==> src/rtl/so3s_otfc_seq_pkg.sv <==
// Shared types for the on-the-fly conversion sequencer: signed-digit encoding,
// FSM state enum and a digit decode helper.
// No ports; imported by the interface, the step datapath and the sequencer top.
package so3s_otfc_seq_pkg;

  // Radix-2 signed digit, value = plus - minus; {1,1} carries value 0.
  typedef struct packed {
    logic plus;
    logic minus;
  } signed_digit;

  typedef enum logic [1:0] {
    ST_IDLE,
    ST_DELAY,
    ST_APPEND,
    ST_DONE
  } so3s_otfc_state_e;

  typedef enum logic [1:0] {
    DIG_ZERO,
    DIG_POS,
    DIG_NEG
  } digit_val_e;

  function automatic digit_val_e decode_digit(input signed_digit dig);
    digit_val_e v;
    v = DIG_ZERO;
    if (dig.plus && !dig.minus) v = DIG_POS;
    if (dig.minus && !dig.plus) v = DIG_NEG;
    return v;
  endfunction

endpackage

==> src/rtl/so3s_otfc_seq_if.sv <==
// Bundle of the digit-input and result-output handshakes of the OTFC sequencer.
// Ports: start, d_valid/d/d_ready (digit stream), j, busy, res_valid/res_ready/q/qm (result).
// Build option SO3S_OTFC_ABORT_EN adds the abort request line.
interface so3s_otfc_seq_if #(
  parameter int X_WIDTH = 8,
  parameter int WIDTH   = 11
);
  import so3s_otfc_seq_pkg::*;

  logic                       start;
  logic                       d_valid;
  signed_digit                d;
  logic                       d_ready;
  logic [$clog2(X_WIDTH):0]   j;
  logic                       busy;
  logic                       res_valid;
  logic                       res_ready;
  logic [WIDTH-1:0]           q;
  logic [WIDTH-1:0]           qm;
`ifdef SO3S_OTFC_ABORT_EN
  logic                       abort;

  modport master (
    output start, d_valid, d, res_ready, abort,
    input  d_ready, j, busy, res_valid, q, qm
  );
  modport slave (
    input  start, d_valid, d, res_ready, abort,
    output d_ready, j, busy, res_valid, q, qm
  );
`else
  modport master (
    output start, d_valid, d, res_ready,
    input  d_ready, j, busy, res_valid, q, qm
  );
  modport slave (
    input  start, d_valid, d, res_ready,
    output d_ready, j, busy, res_valid, q, qm
  );
`endif

endinterface

==> src/rtl/so3s_otfc_step.sv <==
// Single-digit OTFC update: selects the new q/qm pair from the old pair and bit p.
// Ports: q_i, qm_i, d_i, p_i in; q_next_o, qm_next_o out. Purely combinational, no backpressure.
// Bit p is known to be zero in both q and qm, so OR replaces any addition.
module so3s_otfc_step
  import so3s_otfc_seq_pkg::*;
#(
  parameter int WIDTH = 11,
  parameter int PW    = 4
) (
  input  logic [WIDTH-1:0] q_i,
  input  logic [WIDTH-1:0] qm_i,
  input  signed_digit      d_i,
  input  logic [PW-1:0]    p_i,
  output logic [WIDTH-1:0] q_next_o,
  output logic [WIDTH-1:0] qm_next_o
);

  logic [WIDTH-1:0] bit_p;

  always_comb begin
    bit_p     = {{(WIDTH-1){1'b0}}, 1'b1} << p_i;
    q_next_o  = q_i;
    qm_next_o = qm_i | bit_p;
    unique case (decode_digit(d_i))
      DIG_POS: begin
        q_next_o  = q_i | bit_p;
        qm_next_o = q_i;
      end
      DIG_NEG: begin
        q_next_o  = qm_i | bit_p;
        qm_next_o = qm_i;
      end
      default: begin
        q_next_o  = q_i;
        qm_next_o = qm_i | bit_p;
      end
    endcase
  end

endmodule

==> src/rtl/so3s_otfc_seq.sv <==
// OTFC sequencer: drops DELAY leading digits, appends X_WIDTH digits MSD first into q/qm.
// Ports: clk, rst (async active-high), bus (slave side of so3s_otfc_seq_if).
// Latency DELAY+X_WIDTH handshakes; d_valid low stalls; DONE holds until res_ready.
// Build option SO3S_OTFC_ABORT_EN: abort in DELAY/APPEND returns to IDLE with cleared q/qm/j.
module so3s_otfc_seq
  import so3s_otfc_seq_pkg::*;
#(
  parameter int X_WIDTH = 8,
  parameter int WIDTH   = 11,
  parameter int DELAY   = 3
) (
  input  logic             clk,
  input  logic             rst,
  so3s_otfc_seq_if.slave   bus
);

  localparam int JW = $clog2(X_WIDTH) + 1;
  localparam int PW = (WIDTH > 1) ? $clog2(WIDTH) : 1;
  localparam int DW = (DELAY > 0) ? $clog2(DELAY + 1) : 1;

  localparam logic [JW-1:0] J_LAST = JW'(X_WIDTH - 1);
  localparam logic [DW-1:0] D_LAST = DW'(DELAY - 1);
  // -(2^X_WIDTH): the "q minus one ulp" of an empty result at the top position.
  localparam logic [WIDTH-1:0] QM_INIT = {{(WIDTH-X_WIDTH){1'b1}}, {X_WIDTH{1'b0}}};

  so3s_otfc_state_e state_q, state_d;
  logic [JW-1:0]    j_q, j_d;
  logic [DW-1:0]    dcnt_q, dcnt_d;
  logic [WIDTH-1:0] q_q, q_d;
  logic [WIDTH-1:0] qm_q, qm_d;

  logic [PW-1:0]    p_idx;
  logic [WIDTH-1:0] q_step, qm_step;
  logic             in_run;

  // Position of the digit being appended: p = X_WIDTH - (j+1).
  assign p_idx = PW'(X_WIDTH - 1) - PW'(j_q);

  so3s_otfc_step #(
    .WIDTH (WIDTH),
    .PW    (PW)
  ) u_step (
    .q_i       (q_q),
    .qm_i      (qm_q),
    .d_i       (bus.d),
    .p_i       (p_idx),
    .q_next_o  (q_step),
    .qm_next_o (qm_step)
  );

  assign in_run = (state_q == ST_DELAY) || (state_q == ST_APPEND);

  always_ff @(posedge clk or posedge rst) begin
    if (rst) begin
      state_q <= ST_IDLE;
      j_q     <= '0;
      dcnt_q  <= '0;
      q_q     <= '0;
      qm_q    <= '0;
    end else begin
      state_q <= state_d;
      j_q     <= j_d;
      dcnt_q  <= dcnt_d;
      q_q     <= q_d;
      qm_q    <= qm_d;
    end
  end

  always_comb begin
    state_d = state_q;
    j_d     = j_q;
    dcnt_d  = dcnt_q;
    q_d     = q_q;
    qm_d    = qm_q;
    unique case (state_q)
      ST_IDLE: begin
        if (bus.start) begin
          j_d     = '0;
          dcnt_d  = '0;
          q_d     = '0;
          qm_d    = QM_INIT;
          state_d = (DELAY == 0) ? ST_APPEND : ST_DELAY;
        end
      end
      ST_DELAY: begin
        // d_ready is high here, so d_valid alone is the handshake.
        if (bus.d_valid) begin
          dcnt_d = dcnt_q + DW'(1);
          if (dcnt_q == D_LAST) state_d = ST_APPEND;
        end
      end
      ST_APPEND: begin
        if (bus.d_valid) begin
          q_d  = q_step;
          qm_d = qm_step;
          j_d  = j_q + JW'(1);
          if (j_q == J_LAST) state_d = ST_DONE;
        end
      end
      ST_DONE: begin
        // A start arriving together with res_ready is deliberately dropped.
        if (bus.res_ready) state_d = ST_IDLE;
      end
      default: state_d = ST_IDLE;
    endcase
`ifdef SO3S_OTFC_ABORT_EN
    // Abort wins over any digit accepted in the same cycle.
    if (bus.abort && in_run) begin
      state_d = ST_IDLE;
      j_d     = '0;
      dcnt_d  = '0;
      q_d     = '0;
      qm_d    = '0;
    end
`endif
  end

  assign bus.d_ready   = in_run;
  assign bus.busy      = in_run;
  assign bus.res_valid = (state_q == ST_DONE);
  assign bus.j         = j_q;
  assign bus.q         = q_q;
  assign bus.qm        = qm_q;

endmodule

==> src/flat_wrapper.sv <==
// flat-port wrapper written by rule: the top's interface ports become plain ports
module so3s_otfc_seq_flat import so3s_otfc_seq_pkg::*;
#(
  parameter int X_WIDTH = 8,
  parameter int WIDTH   = 11,
  parameter int DELAY   = 3
)
  (clk, rst, bus_start, bus_d_valid, bus_d, bus_res_ready, bus_d_ready, bus_j, bus_busy, bus_res_valid, bus_q, bus_qm);
  so3s_otfc_seq_if #(.X_WIDTH(X_WIDTH), .WIDTH(WIDTH)) bus_i ();
  input  logic clk;
  input  logic rst;
  input wire logic [$bits(bus_i.start)-1:0] bus_start;
  input wire logic [$bits(bus_i.d_valid)-1:0] bus_d_valid;
  input wire logic [$bits(bus_i.d)-1:0] bus_d;
  input wire logic [$bits(bus_i.res_ready)-1:0] bus_res_ready;
  output wire logic [$bits(bus_i.d_ready)-1:0] bus_d_ready;
  output wire logic [$bits(bus_i.j)-1:0] bus_j;
  output wire logic [$bits(bus_i.busy)-1:0] bus_busy;
  output wire logic [$bits(bus_i.res_valid)-1:0] bus_res_valid;
  output wire logic [$bits(bus_i.q)-1:0] bus_q;
  output wire logic [$bits(bus_i.qm)-1:0] bus_qm;
  assign bus_i.start = bus_start;
  assign bus_i.d_valid = bus_d_valid;
  assign bus_i.d = bus_d;
  assign bus_i.res_ready = bus_res_ready;
  assign bus_d_ready = bus_i.d_ready;
  assign bus_j = bus_i.j;
  assign bus_busy = bus_i.busy;
  assign bus_res_valid = bus_i.res_valid;
  assign bus_q = bus_i.q;
  assign bus_qm = bus_i.qm;
  so3s_otfc_seq #(.X_WIDTH(X_WIDTH), .WIDTH(WIDTH), .DELAY(DELAY)) u_core (.clk(clk), .rst(rst), .bus(bus_i));
endmodule
==> config.mk <==
export PLATFORM = sky130hd
export DESIGN_NAME = so3s_otfc_seq_flat
export DESIGN_NICKNAME = d
export VERILOG_FILES = /design/src/rtl/so3s_otfc_seq_pkg.sv /design/src/rtl/so3s_otfc_seq_if.sv /design/src/rtl/so3s_otfc_step.sv /design/src/rtl/so3s_otfc_seq.sv /design/src/flat_wrapper.sv
export SDC_FILE = /design/constraint.sdc
export NUM_CORES = 1
export LEC_CHECK = 0
export BUFFER_PORTS_ARGS = -buffer_cell sky130_fd_sc_hd__buf_2
export CAP_MARGIN = 10
export CORE_MARGIN = 10
export CORE_UTILIZATION = 59
export DETAILED_ROUTE_END_ITERATION = 6
export MAX_ROUTING_LAYER = met4
export PLACE_DENSITY = 0.84
export SLEW_MARGIN = 20
export SYNTH_ARGS = -nofsm -noshare
export SYNTH_HDL_FRONTEND = slang
export SYNTH_SLANG_ARGS = --single-unit
==> constraint.sdc <==
create_clock -name clk -period 3 [get_ports clk]
set_input_delay 0.6 -clock clk [delete_from_list [all_inputs] [get_ports clk]]
set_output_delay 0.6 -clock clk [all_outputs]
set_load 0.03 [all_outputs]
After elaboration in Yosys (flattened, before gate mapping)
Index checks and enable logic that the tools add are counted.
W data, S select, Z words.
{"block": "op_classes", "add_sub_neg": 3, "eq_ne": 15, "shifts": 1, "mux": 23, "bitwise": 2, "n_reduce_logical": 13}
{"cell": "$pmux W11 S2", "count": 4}
{"cell": "$mux W11", "count": 4}
{"cell": "$or A11 B11 Y11", "count": 2}
{"cell": "$mux W2", "count": 9}
{"cell": "$ne A2 B2 Y1 const B", "count": 7}
{"cell": "$shl A1 B4 Y11 const A", "count": 1}
{"cell": "$eq A2 B2 Y1 const B", "count": 4}
{"cell": "$mux W4", "count": 2}
{"cell": "$pmux W2 S4", "count": 1}
{"cell": "$pmux W4 S2", "count": 1}
{"cell": "$reduce_and A4 Y1", "count": 2}
{"cell": "$reduce_and A3 Y1", "count": 2}
{"cell": "$reduce_and A6 Y1", "count": 1}
{"cell": "$add A4 B1 Y4 const B", "count": 1}
{"cell": "$eq A2 B1 Y1 const B", "count": 2}
{"cell": "$eq A4 B3 Y1 const B", "count": 1}
{"cell": "$pmux W2 S2", "count": 1}
{"cell": "$reduce_bool A2 Y1", "count": 2}
{"cell": "$sub A3 B4 Y4 const A", "count": 1}
{"cell": "$ne A3 B3 Y1 const B", "count": 1}
{"cell": "$add A2 B1 Y2 const B", "count": 1}
{"cell": "$logic_and A1 B1 Y1", "count": 2}
{"cell": "$logic_not A1 Y1", "count": 2}
{"cell": "$logic_not A2 Y1", "count": 1}
{"cell": "2 further kinds", "count": 2}
{"block": "totals", "reg_bits": 30, "input_bits": 7, "output_inout_bits": 29, "elab_cells": 62}

Longest topological paths before layout
Gate-level depths: netlist of run 1.
{"block": "depth", "word_depth": 8, "ltp_mapped": 7, "depth_no_buf": 6}

By module
A second synthesis of run 1 with hierarchy kept.
{"block": "unflattened", "cells_unflattened": 247, "hier_area_um2": 2123.3}
{"mod": "so3s_otfc_seq", "instances": 1, "cells_per_inst": 166, "area_per_inst_um2": 1550.2, "seq_area_each_um2": 750.7}
{"mod": "so3s_otfc_step", "instances": 1, "cells_per_inst": 81, "area_per_inst_um2": 573.0, "seq_area_each_um2": 0.0}

Worst setup path before layout of run 1
Ideal clock, no wire load.
{"block": "synth_path", "path_type": "input to register", "start": "in bus_d[1]", "end": "reg u_core.q_q[2] (netlist: u_core.bus.q[2])", "arrival_time_ps": 1666, "required_time_ps": 2869, "slack_ps": 1203, "path_stages": 7, "path_buffers": 2, "cell_sequence": "inv_1 > ha_1 > clkbuf_1 > clkbuf_1 > nand2_1 > o21ai_0 > a22oi_1"}
{"block": "synth_via", "elab_chain_cells": 7}
{"element": "start: declaration", "line": "flat_wrapper.sv:14", "text": "input wire logic [$bits(bus_i.d)-1:0] bus_d;"}
{"element": "$logic_and A1 B1 Y1 / $logic_not A1 Y1 (equally long branches)", "line": "so3s_otfc_seq_pkg.sv:28, so3s_otfc_seq_pkg.sv:29"}
{"element": "$mux W1 / $logic_and A1 B1 Y1 (equally long branches)", "line": "so3s_otfc_seq_pkg.sv:28, so3s_otfc_seq_pkg.sv:29"}
{"element": "$mux W2 (*)", "line": "so3s_otfc_seq_pkg.sv:29", "text": "if (dig.minus && !dig.plus) v = DIG_NEG;"}
{"element": "$eq A2 B2 Y1 / $eq A2 B1 Y1 (equally long branches)", "line": "so3s_otfc_step.sv:24", "text": "unique case (decode_digit(d_i))"}
{"element": "$pmux W11 S2", "line": "so3s_otfc_step.sv:24"}
{"element": "$mux W11", "line": "so3s_otfc_seq.sv:93", "text": "if (bus.d_valid) begin"}
{"element": "$pmux W11 S2", "line": "so3s_otfc_seq.sv:75", "text": "unique case (state_q)"}
{"element": "end signal: assignment", "line": "so3s_otfc_seq.sv:64", "text": "q_q <= q_d;"}
{"element": "end: declaration", "line": "so3s_otfc_seq.sv:29", "text": "logic [WIDTH-1:0] q_q, q_d;"}
Mark *: on every way between the ends. The rest lies on a longest branch, timed or not. The select of a mux whose other input is x is not followed.
A chain may end at the register's enable or synchronous reset.

Worst setup path in the final report of run 1
{"block": "layout_path", "start": "reg u_core.state_q[0]", "end": "reg u_core.q_q[6] (netlist: u_core.bus.q[6])"}
{"block": "layout_via", "elab_chain_cells": 3}
{"element": "start: declaration", "line": "so3s_otfc_seq.sv:26", "text": "so3s_otfc_state_e state_q, state_d;"}
{"element": "start signal: assignment", "line": "so3s_otfc_seq.sv:61", "text": "state_q <= state_d;"}
{"element": "$eq A2 B2 Y1 / $logic_not A2 Y1 (equally long branches)", "line": "so3s_otfc_seq.sv:75"}
{"element": "$ne A3 B3 Y1 (no line), or another cell as far along"}
{"element": "$reduce_and A4 Y1 (no line)"}
Several ways; a longest one is shown, not always the timed one.

==> flow_metrics.py, run 1 <==
metrics = {
    "final_layout": {
        "final_layout_size_suffix_gt1_frac": 0.212,
        "seq_area_sq_um": 751,
        "post-route-cell-area_sq_mm": 0.00213,
        "fin_nets": 265,
        "fillers": 257,
        "area_growth_syn_to_layout_pct": 13.6,
        "antenna_cells": 0,
        "multiInputGateArea_sq_um": 985,
    },
    "drt": {
        "num_vias": 1639,
        "drt-total-wl_mm": 4.27,
        "dr.pass1.iters": 6,
        "initialDrtViolationCount": 117,
        "drc": 0,
        "via_per_inst": 5.67,
        "drtAntennaViolNets": 0,
        "route.detailed.wl_per_inst_um": 14.8,
    },
    "clock_tree": {
        "ctsHoldBuffers": 0,
        "cts_tree": "built",
        "cts_buffers": 5,
        "cts-root-buf": "clkbuf_4",
        "htree_levels": 2,
        "clkLatencyLatePin_ns": 0.34,
        "path_clk_slew_ns": 0.10,
        "ctsResizeCount": 0,
        "cts_sinks": 30,
        "cts_setup_buffers": 0,
        "cts_buffer_depth": 2,
    },
    "placement": {
        "place_ws_ns": 0.757,
        "gp_congestion": 0.855,
        "dp_hpwl_mm": 3.05,
        "postPlaceCellArea_sq_mm": 0.00207,
        "io_buffer_count": 35,
    },
    "sta": {
        "finalMaxSlewViolations": 0,
        "fin_ws_ns": 0.832,
        "final-setup-viol-count": 0,
        "fin_skew_ns": 0.00892,
        "worst_slew_pin_slew_ns": 0.766,
        "fmax_mhz": 461,
        "hold_violations": 0,
        "holdWs_ns": 0.310,
        "period_needed_ns": 2.17,
        "slew_headroom": 0.490,
        "setup_tns_ns": 0,
        "rsz0062_at_grt": "no",
        "timing.final.crit_share": 0.723,
    },
    "floorplan": {
        "core_sq_mm": 0.00305,
        "initial_core_util": 0.614,
        "die_h_um": 76.4,
        "fp-row-count": 20,
        "fp.dieArea_sq_mm": 0.00583,
        "io_pins": 36,
        "die_w_um": 76.4,
    },
    "global_route": {
        "antenna_found_initial": 0,
        "track_usage": 0.155,
        "grt_pass1_wl_mm": 7.55,
        "grt_max_degree": 31,
        "gr-total-overflow": 0,
        "grt_pass1_vias": 1663,
    },
    "worst_setup_path": {
        "arrival_ns": 2.44,
        "crit_required_ns": 3.27,
        "cp_max_fo": 12,
        "worst_setup_path_end_kind": "flop",
        "critical_path_class": "reg -> reg",
        "startpoint_type": "flop",
    },
    "yosys": {
        "ys_async_sr_fraction": 1.00,
        "avgSynthCellArea_sq_um": 8.89,
        "ys_types": 35,
        "synth_edf_count": 0,
        "syn-num-nets": 232,
        "yosys_warnings": 0,
        "synth_seq_cells": 30,
        "ys_seq_area_frac": 0.400,
        "synthCells": 211,
        "netlist_area_sq_mm": 0.00188,
        "synth-main-ff-cell": "dfrtp_1",
    },
    "power_and_ir_drop": {
        "power_density_mw_per_mm2": 1110,
        "leakagePower_nw": 1.08,
        "ir_drop_mv": 0.819,
    },
    "status": {
        "status": "finished clean",
    },
    "min_path": {
        "hold_class": "in -> async",
    },
    "flow_run": {
        "max_cap_viol_count": 0,
    },
}
-- logic make-up after synthesis --
group           Yosys count  share of synthesized area
mux                       4                     0.0220
compound gates           82                      0.268
buf+inv                  33                     0.0747
flops                    30                      0.400
fa+ha+maj                14                     0.0934
simple gates             48                      0.141
-- Yosys cell counts, types with 2 or more instances --
cell      count  area, sq um
a211oi_2      2         25.0
a21o_1        7         52.6
a21oi_1      33          165
a22o_1        3         26.3
a22oi_1       6         45.0
and2_1        3         18.8
buf_2         4         20.0
buf_4         3         22.5
clkbuf_1      5         18.8
dfrtp_1      30          751
ha_1         14          175
inv_1        20         75.1
mux2i_1       3         30.0
nand2_1       9         33.8
nand2b_1     12         75.1
nand3_1       6         30.0
nand3b_1      3         22.5
nor2_1        3         11.3
nor2b_1       6         37.5
o21ai_0      18         90.1
o22a_1        2         17.5
o22ai_1       3         18.8
or2_2         4         25.0
-- report_power, final --
part | switching [W] | internal, W | total [W]
logic | 0.000934 | 0.000485 | 0.00142
clock network | 0.000146 | 0.000113 | 0.000259
registers | 0.000130 | 0.000567 | 0.000697
-- layout make-up --
| cell class | count | share of cell area |
|---|---|---|
| timing repair buffer | 39 | 0.0963 |
| multi-input combinational | 148 | 0.462 |
| clock inverter | 1 | 0.00235 |
| tap | 44 | 0.0258 |
| inverter | 20 | 0.0352 |
| sequential | 30 | 0.352 |
| clock buffer | 7 | 0.0258 |
-- sequential cells by signal (all words and copies together), names as in the netlist --
register,cells
u_core.bus.j,4
u_core.bus.q,11
u_core.bus.qm,11
u_core.dcnt_q,2
u_core.state_q,2
-- cell usage in the layout (no fill, tap or decap), types with 2 or more instances in the layout --
| cell type | n |
|---|---|
| a211oi_2 | 2 |
| dfrtp_1 | 30 |
| a21oi_1 | 33 |
| mux2i_1 | 3 |
| nor2_1 | 3 |
| clkbuf_4 | 5 |
| nand2_1 | 9 |
| buf_4 | 4 |
| a21o_1 | 7 |
| nor2b_1 | 6 |
| or2_2 | 4 |
| buf_2 | 35 |
| nand3b_1 | 3 |
| inv_1 | 20 |
| a22o_1 | 3 |
| o22a_1 | 2 |
| o22ai_1 | 3 |
| ha_1 | 14 |
| nand3_1 | 6 |
| nand2b_1 | 12 |
| o21ai_0 | 18 |
| and2_1 | 3 |
| a22oi_1 | 6 |
-- worst paths after layout --
kind,from,endpoint,slack (ns),cells past startpoint
max,u_core.state_q[0],u_core.bus.q[6],0.83,7
min,rst,u_core.bus.q[3],0.31,3
max reg2reg,u_core.state_q[0],u_core.bus.q[6],0.83,7
min reg2reg,u_core.dcnt_q[0],u_core.dcnt_q[0],0.48,1
max in group asynchronous,rst,u_core.bus.j[1],2.39,3
min in group clk,u_core.dcnt_q[0],u_core.dcnt_q[0],0.48,1
-- metal layers --
metal  global-route usage  up-vias  routed length (um)
met5                    -        -                   0
met4               0.0651        0                  79
met3               0.0401        9                 262
met2                0.251       66                2040
met1                0.179      765                1890
li1                     -      799                   -
-- through the flow --
stage,power (W),cells,util
floorplan,0.00180,211,-
global placement,0.00209,281,0.678
detailed placement,0.00212,281,0.678
CTS,0.00238,289,0.698
global route,0.00257,289,0.698
finish,0.00238,289,0.698
-- critical path, cell delays in order (launching register included) --
cell and delay (ns):
dfrtp_1 0.40, inv_1 0.12, ha_1 0.26, mux2i_1 0.20
a211oi_2 0.61, buf_4 0.30, a21oi_1 0.09, a21oi_1 0.12
No activity file was read; power rests on OpenSTA's default activity.
==> inputs of run 2 (changes only) <==
- ABC_AREA: not set -> 1
- CORE_UTILIZATION: 59 -> 56
- PLACE_DENSITY: 0.84 -> 0.8
- clock period: 3 -> 2.1 ns (I/O delays scaled with it)
==> run 2 against run 1 <==
- sequential power rose by 34%
- clock-buffer cell count fell by 1
- synthesized cell count increased by 42%
- cell count is 31% higher
- routed wire length grew 16%
- critical endpoint is now u_core.bus.qm[0]
- largest power group unchanged
- highest routed layer unchanged
==> flow_metrics.py, run 2 <==
metrics = {
    "final_layout": {
        "post-route-cell-area_sq_mm": 0.00235,
        "fillers": 356,
        "area_growth_syn_to_layout_pct": 12.9,
        "final_cells": 380,
        "final_common_cell": "nand2_1",
        "fin_util": 0.648,
        "final_layout_size_suffix_gt1_frac": 0.169,
        "fin_nets": 354,
        "final_cell_mix": "nand2_1, inv_1, nand3_1",
        "antenna_cells": 0,
    },
    "floorplan": {
        "fp-row-count": 22,
        "die_w_um": 81.0,
        "fp.dieArea_sq_mm": 0.00656,
        "die_h_um": 81.0,
        "core_sq_mm": 0.00363,
        "io_pins": 36,
        "initial_core_util": 0.574,
    },
    "yosys": {
        "netlist_area_sq_mm": 0.00208,
        "synthCells": 300,
        "ys_async_sr_fraction": 1.00,
        "synth.top_cells.by_area": "dfrtp_1, nand2_1, nand3_1",
        "synth_top_cell_by_area": "dfrtp_1",
        "syn-num-nets": 321,
        "synthTopCellsByCount": "nand2_1, inv_1, nand3_1",
        "synth_top_area_frac": 0.360,
        "synth_edf_count": 0,
        "ys_types": 24,
        "yosys_warnings": 0,
        "ys_seq_area_frac": 0.360,
        "synth-main-ff-cell": "dfrtp_1",
        "avgSynthCellArea_sq_um": 6.95,
        "synth_most_common_cell": "nand2_1",
        "synth_seq_cells": 30,
    },
    "drt": {
        "drt-total-wl_mm": 4.94,
        "num_vias": 1945,
        "via_per_inst": 5.12,
        "drc": 0,
        "drtAntennaViolNets": 0,
        "dr.pass1.iters": 4,
        "initialDrtViolationCount": 194,
        "route.detailed.wl_per_inst_um": 13.0,
    },
    "clock_tree": {
        "cts_buffer_depth": 2,
        "ctsHoldBuffers": 0,
        "cts-root-buf": "clkbuf_8",
        "cts_buffers": 5,
        "htree_levels": 2,
        "cts_sinks": 30,
        "cts_setup_buffers": 0,
        "path_clk_slew_ns": 0.06,
        "clkLatencyLatePin_ns": 0.29,
        "ctsResizeCount": 0,
        "cts_tree": "built",
    },
    "power_and_ir_drop": {
        "ir_drop_mv": 0.974,
        "leakagePower_nw": 1.40,
        "power_density_mw_per_mm2": 1540,
    },
    "sta": {
        "setup_tns_ns": 0,
        "fin_ws_ns": 0.236,
        "rsz0062_at_grt": "no",
        "final-setup-viol-count": 0,
        "fin_skew_ns": 0.00662,
        "finalMaxSlewViolations": 0,
        "timing.final.crit_share": 0.887,
        "slew_headroom": 0.715,
        "worst_slew_pin_slew_ns": 0.426,
        "hold_violations": 0,
        "fmax_mhz": 537,
        "period_needed_ns": 1.86,
    },
    "placement": {
        "dp_hpwl_mm": 3.57,
        "place_ws_ns": 0.290,
        "place_inst": 374,
        "postPlaceCellArea_sq_mm": 0.00227,
        "gp_congestion": 0.864,
        "io_buffer_count": 35,
    },
    "global_route": {
        "met1_usage": 0.187,
        "use_met3": 0.0530,
        "gr-total-overflow": 0,
        "track_usage": 0.170,
        "grt_pass1_vias": 1934,
        "grt_use_met2": 0.278,
        "grt_pass1_wl_mm": 8.63,
        "grt_max_degree": 31,
        "antenna_found_initial": 0,
        "grt_most_used_layer": "met2",
    },
    "status": {
        "status": "finished clean",
    },
    "worst_setup_path": {
        "cpMaxStageDelayCell": "dfrtp_1",
        "crit_chain": "inv_1 -> ha_1 -> inv_6 -> nand2_8 -> nand2_4 -> nor2_4 -> nand3_1 -> o21ai_0",
        "arrival_ns": 2.06,
        "slowest_delay_ns": 0.41,
        "crit_required_ns": 2.29,
        "path_delay_family": "simple AND/OR/NAND/NOR gates",
        "startpoint_type": "flop",
        "cp_max_fo": 21,
        "worst-path-buf-inv": 2,
        "worst_setup_path_end_kind": "flop",
        "critical_path_class": "reg -> reg",
    },
    "flow_run": {
        "max_cap_viol_count": 0,
    },
    "min_path": {
        "hold_class": "in -> async",
    },
}
==> run 2: cell count changes after synthesis, moves of 4 or more <==
| cell | previous run | this run |
|---|---|---|
| a21oi_1 | 33 | 11 |
| a22oi_1 | 6 | 0 |
| inv_1 | 20 | 57 |
| nor2b_1 | 6 | 0 |
| nand2b_1 | 12 | 0 |
| a21o_1 | 7 | 0 |
| o21ai_1 | 1 | 5 |
| or2_2 | 4 | 0 |
| nand2_1 | 9 | 97 |
| nand3_1 | 6 | 43 |
| o21ai_0 | 18 | 14 |
==> run 2: area by class of cell <==
| cell class | instances | area [sq um] | share of cell area |
|---|---|---|---|
| timing repair buffer | 39 | 205 | 0.0872 |
| sequential | 30 | 751 | 0.319 |
| multi-input combinational | 198 | 1030 | 0.437 |
| clock buffer | 6 | 82.6 | 0.0351 |
| inverter | 59 | 226 | 0.0962 |
| tap | 48 | 60.1 | 0.0255 |
==> run 2: per-layer routing <==
metal | share of wire | wire, um
met1 | 0.41 | 2020
met5 | 0 | 0
met4 | 0.019 | 92
met3 | 0.085 | 419
met2 | 0.49 | 2410
==> run 2: cell families after synthesis <==
group / synth area share
buffers and inverters: 0.146
AOI/OAI and AO/OA: 0.0822
and+or+nand+nor: 0.327
DFF: 0.360
adders and majority gates: 0.0840
==> run 2: worst min-delay path, stage by stage <==
cell	delay (ns)
buf_2	0.09
inv_1	0.04
buf_4	0.35
==> run 2: path summary, 6_finish.rpt <==
check | start | to | slack (ns) | cells after the start
worst min register to register | u_core.dcnt_q[0] | u_core.dcnt_q[0] | 0.48 | 2
min in group clk | u_core.dcnt_q[0] | u_core.dcnt_q[0] | 0.48 | 2
max in group asynchronous | rst | u_core.bus.qm[10] | 1.60 | 3
worst max register to register | u_core.state_q[0] | u_core.bus.qm[0] | 0.24 | 8
worst min-delay path | rst | u_core.bus.j[3] | 0.20 | 3
worst max-delay path | u_core.state_q[0] | u_core.bus.qm[0] | 0.24 | 8
==> run 2: power breakdown <==
part / switching (W) / internal, W
Sequential: 0.000142 / 0.000789
Combinational: 0.00157 / 0.000651
Clock: 0.000216 / 0.000252
Total: 0.00193 / 0.00169
==> run 2: through the flow <==
step,hold slack (ns),power (W)
final,0.204,0.00362
after global routing,0.239,0.00396
after CTS,0.216,0.00364
after detailed placement,0.469,0.00316
after global placement,0.467,0.00313
after floorplan,0.449,0.00274
